### src/rtl/nibble_word_rx.sv
// Nibble-to-word receiver: assembles LSB-first 4-bit nibbles into 32-bit words
// and presents them through a small FIFO on a valid/ready response channel.
module nibble_word_rx #(
  parameter  int unsigned DEPTH = 2,
  localparam int unsigned LVL_W = $clog2(DEPTH) + 1
) (
  input  logic             clk,
  input  logic             rst,
  input  logic [3:0]       nib_i,
  input  logic             nib_valid_i,
  input  logic             nib_sof_i,
  output logic [31:0]      data_pdata_o,
  output logic             data_pvalid_o,
  input  logic             data_pready_i,
  output logic             overflow_o,
  input  logic             overflow_clr_i,
  output logic [2:0]       nib_cnt_o,
  output logic [LVL_W-1:0] level_o
);

  localparam int unsigned PTR_W = $clog2(DEPTH);

  typedef enum logic {COLLECT, COMPLETE} phase_e;

  phase_e             phase;
  logic [2:0]         nib_cnt_q, nib_cnt_d;
  logic [31:0]        shift_q, shift_d;
  logic [31:0]        word;
  logic [31:0]        mem [DEPTH];
  logic [PTR_W-1:0]   wr_ptr_q, rd_ptr_q;
  logic [LVL_W-1:0]   level_q, level_d;
  logic               ovf_q, ovf_d;
  logic               pop, full, do_push, drop;

  assign word = {nib_i, shift_q[31:4]};

  // SOF takes priority: a restarting nibble never completes a word.
  always_comb begin
    phase = COLLECT;
    if (nib_valid_i && !nib_sof_i && nib_cnt_q == 3'd7) phase = COMPLETE;
  end

  always_comb begin
    shift_d   = shift_q;
    nib_cnt_d = nib_cnt_q;
    if (nib_valid_i) begin
      if (nib_sof_i) begin
        shift_d   = {nib_i, 28'h0};
        nib_cnt_d = 3'd1;
      end else begin
        shift_d   = word;
        nib_cnt_d = nib_cnt_q + 3'd1;
      end
    end
  end

  always_comb begin
    pop     = (level_q != '0) && data_pready_i;
    full    = (level_q == LVL_W'(DEPTH));
    do_push = (phase == COMPLETE) && (!full || pop);
    drop    = (phase == COMPLETE) && full && !pop;
    level_d = level_q + LVL_W'(do_push) - LVL_W'(pop);
    ovf_d   = ovf_q;
    if (overflow_clr_i) ovf_d = 1'b0;
    if (drop)           ovf_d = 1'b1;
  end

  always_ff @(posedge clk) begin
    if (rst) begin
      nib_cnt_q <= '0;
      shift_q   <= '0;
      wr_ptr_q  <= '0;
      rd_ptr_q  <= '0;
      level_q   <= '0;
      ovf_q     <= 1'b0;
    end else begin
      nib_cnt_q <= nib_cnt_d;
      shift_q   <= shift_d;
      level_q   <= level_d;
      ovf_q     <= ovf_d;
      if (do_push) wr_ptr_q <= wr_ptr_q + PTR_W'(1);
      if (pop)     rd_ptr_q <= rd_ptr_q + PTR_W'(1);
    end
  end

  // Storage needs no reset; an empty FIFO forces the output to zero.
  always_ff @(posedge clk) begin
    if (!rst && do_push) mem[wr_ptr_q] <= word;
  end

  assign data_pvalid_o = (level_q != '0);
  assign data_pdata_o  = data_pvalid_o ? mem[rd_ptr_q] : '0;
  assign overflow_o    = ovf_q;
  assign nib_cnt_o     = nib_cnt_q;
  assign level_o       = level_q;

endmodule

### config.mk
export PLATFORM = sky130hd
export DESIGN_NAME = nibble_word_rx
export DESIGN_NICKNAME = d
export VERILOG_FILES = /design/src/rtl/nibble_word_rx.sv
export SDC_FILE = /design/constraint.sdc
export NUM_CORES = 1
export LEC_CHECK = 0
export CAP_MARGIN = 20
export CORE_MARGIN = 2
export CORE_UTILIZATION = 50
export CTS_BUF_LIST = sky130_fd_sc_hd__clkbuf_8
export DETAILED_ROUTE_END_ITERATION = 10
export PLACE_DENSITY = 0.82
export REMOVE_ABC_BUFFERS = 1
export SYNTH_ARGS = -nofsm -noshare
export SYNTH_HDL_FRONTEND = slang
export SYNTH_SLANG_ARGS = --single-unit
### constraint.sdc
create_clock -name clk -period 5.3 [get_ports clk]
set_clock_uncertainty 0.15 [all_clocks]
set_input_delay 0.795 -clock clk [delete_from_list [all_inputs] [get_ports clk]]
set_output_delay 0.795 -clock clk [all_outputs]
set_load 0.01 [all_outputs]
==> results.py <==
metrics = {
    "timing": {
        "finalCritPeriodShare": 0.605,
        "rsz0062_at_grt": "no",
        "tightest_slew_ns": 0.969,
        "final_max_slew_viol_count": 0,
        "fin_tns_setup_ns": 0,
        "setup_viol": 0,
        "finalHoldViolCount": 0,
        "period_minus_slack_ns": 3.21,
        "slew_headroom": 0.354,
        "clock.fmax_ghz": 0.312,
    },
    "layout": {
        "antenna_cells": 0,
        "area.growth.synth_to_final_pct": 18.8,
        "drive_gt1_frac": 0.0795,
        "fillers": 600,
        "layout.area.seq_sq_mm": 0.00266,
        "nets": 361,
        "final_util": 0.613,
        "multiInputGateArea_sq_mm": 0.00121,
        "instances_no_fill": 454,
        "finish.instance_area_sq_mm": 0.00471,
    },
    "power_and_ir_drop": {
        "switching_power_mw": 0.267,
        "combPwrFrac": 0.027,
        "swShare": 0.201,
        "p_clk_frac": 0.345,
        "peakVddDrop_mv": 0.208,
        "p_leak_nw": 1.55,
        "p_seq_frac": 0.627,
        "internal-power_mw": 1.06,
        "powerDensity_mw_per_mm2": 283,
    },
    "synth": {
        "synthXorXnorAreaFrac": 0.00442,
        "synth_seq_cells": 101,
        "synth_top_family_by_area": "simple AND/OR/NAND/NOR gates",
        "ys_types": 26,
        "synth-compound-area-share": 0.0363,
        "ys_seq_area_frac": 0.672,
        "synthCells": 303,
        "synth_edf_count": 64,
        "synth_area_sq_mm": 0.00397,
        "async_reset_ff_frac": 0,
        "synthAdderAreaFrac": 0.0126,
        "synth_area_per_cell_sq_um": 13.1,
        "synthFlopType": "edfxtp_1",
        "yosys.area_share.simple": 0.153,
        "yosysWarnings": 0,
        "synth_mux_area_frac": 0.0947,
    },
    "setup_path": {
        "slowest_stage": "dfxtp_2",
        "crit_path_end_kind": "output pin",
        "worstPathArrival_ns": 2.26,
        "critical_path.max_fanout": 32,
        "r2r_end": "level_o[1]",
        "startpoint_type": "register",
        "r2r_setup_slack_ns": 3.24,
        "worstPathRequired_ns": 4.36,
        "path_class": "register to output pin",
        "rr_startpoint": "level_o[1]",
        "cpLargestDelayFamily": "flip-flops",
        "path_cells": "mux2i_1, nor2_1, clkdlybuf4s50_1",
        "reg2reg_depth": 8,
        "cp_slowest_stage_delay_ns": 0.98,
        "critPathBufInv": 1,
    },
    "clock_tree": {
        "clkTransAtPathRegs_ns": 0.09,
        "hold_buffers": 0,
        "cts_buffer_depth": 2,
        "cts_root_buffer": "clkbuf_8",
        "cts_resized": 0,
        "cts_sinks": 101,
        "htreeDepth": 3,
        "insertion_delay_ns": 0.35,
        "cts_buffers": 9,
        "cts_tree": "built",
        "postCtsSetupBuffers": 0,
    },
    "status": {
        "status": "complete, no violations",
    },
    "route": {
        "ant_nets": 0,
        "drt_first_pass_iters": 4,
        "routed_via_density": 5.07,
        "wl_per_cell_microns": 14.1,
        "num_vias": 2304,
        "wl_mm": 6.39,
        "drcViolationCount": 0,
        "drt_iter0_drc": 121,
    },
    "flow_run": {
        "drv_cap": 0,
    },
    "min_path": {
        "hp-start": "shift_q[7]",
        "min_path_type": "register to register",
        "hold_end": "mem[1][3]",
        "hold_depth": 0,
    },
    "floorplanning": {
        "rows": 32,
        "io-pin-count": 49,
        "fp.dieW_microns": 93.1,
        "start_util": 0.516,
        "core_area_sq_mm": 0.00769,
        "dieHeight_microns": 93.1,
        "die-area_sq_mm": 0.00866,
    },
    "global_route": {
        "grt_use_total": 0.156,
        "grt_pass1_vias": 2238,
        "grt_pass1_wl_mm": 10.5,
        "grt_max_degree": 59,
        "antenna_found_initial": 0,
        "overflow": 0,
    },
    "placement": {
        "dpl_cell_area_sq_mm": 0.00452,
        "portBuffers": 48,
        "place.gp.congestion": 0.715,
        "dpl.hpwl_mm": 3.88,
        "post-place-cells": 438,
    },
}
[final cells by class]
class                   count  area share
clock inverters             7      0.0141
clock buffers               9      0.0263
flip-flops and latches    101       0.566
multi-input cells         179       0.256
repair buffers             52       0.107
inverters                   4     0.00319
well taps                 102      0.0271
[metal layers]
layer,vias up,routed length [microns],track usage
met5,-,0,0
li1,1150,-,-
met2,65,3180,0.258
met1,1084,2780,0.197
met4,0,59,0.0515
met3,5,366,0.0459
[worst max path at each step]
stage,startpoint,endpoint,slack [ns],depth (start not counted)
2_1_floorplan,nib_sof_i,mem[1][0],1.15,3
3_3_place_gp,nib_sof_i,level_o[1],2.01,9
3_5_place_dp,nib_sof_i,level_o[1],1.98,9
4_1_cts,register,data_pdata_o[9],2.04,3
5_1_grt,register,data_pdata_o[15],1.90,3
6_report,register,data_pdata_o[19],2.09,3
[power groups by stage]
stage                     logic (mW)  registers (mW)  clock network (mW)
after floorplan               0.0125           0.852                   0
after global placement        0.0356           0.853                   0
after detailed placement      0.0362           0.853                   0
after CTS                     0.0366           0.835               0.468
after global routing          0.0400           0.836               0.501
final                         0.0364           0.835               0.459
[registers in the layout (all words and copies together), names as in the netlist, named ones only]
signal	cells
overflow_o	1
shift_q	28
mem	64
wr_ptr_q	1
level_o	2
rd_ptr_q	1
nib_cnt_o	3
[synth_stat cells, types with 2 or more instances]
cell type	instances	area [sq um]
nor2_1	46	173
edfxtp_1	64	1920
nand3b_1	25	188
buf_4	3	22.5
mux2i_1	36	360
nor3_1	3	15.0
a21oi_1	26	130
buf_2	8	40.0
nand2b_1	24	150
xor2_1	2	17.5
ha_1	4	50.1
clkbuf_1	7	26.3
nor2b_1	3	18.8
inv_1	4	15.0
dfxtp_1	37	741
[stage by stage]
| stage | total power, mW | hold slack [ns] | setup WS (ns) |
|---|---|---|---|
| after floorplan | 0.865 | 0.277 | 1.15 |
| after global placement | 0.888 | 0.284 | 2.01 |
| after detailed placement | 0.889 | 0.305 | 1.98 |
| after CTS | 1.34 | 0.322 | 2.04 |
| after global routing | 1.38 | 0.345 | 1.90 |
| final | 1.33 | 0.317 | 2.09 |
[layout by cell type (no fill, tap or decap)]
cell type	n
mux2i_1	36
inv_1	4
clkinv_4	1
clkdlybuf4s50_1	47
xor2_1	2
dfxtp_2	1
and2_2	1
bufinv_16	1
buf_2	1
and2b_1	1
nand3b_1	25
a21oi_1	26
mux2_4	1
nor2_1	45
nand2b_1	24
nand3_4	1
a2bb2oi_1	1
ha_1	4
clkinv_1	2
or3b_4	1
edfxtp_1	64
nor2_2	1
nand2_1	1
clkbuf_8	9
and2b_2	1
nor3_2	1
dfxtp_1	36
clkinv_2	1
clkinvlp_4	2
o21ai_0	1
buf_4	4
nor3b_2	1
nor2b_1	3
nor3_1	2
[kinds of logic (layout without fill, tap and decap cells)]
family,after synthesis,count (layout)
flops,101,101
simple gates,108,108
compound gates,28,28
buf+inv,23,72
xor+xnor,2,2
fa+ha+maj,4,4
mux,37,37
(Power assumes the default switching activity.)
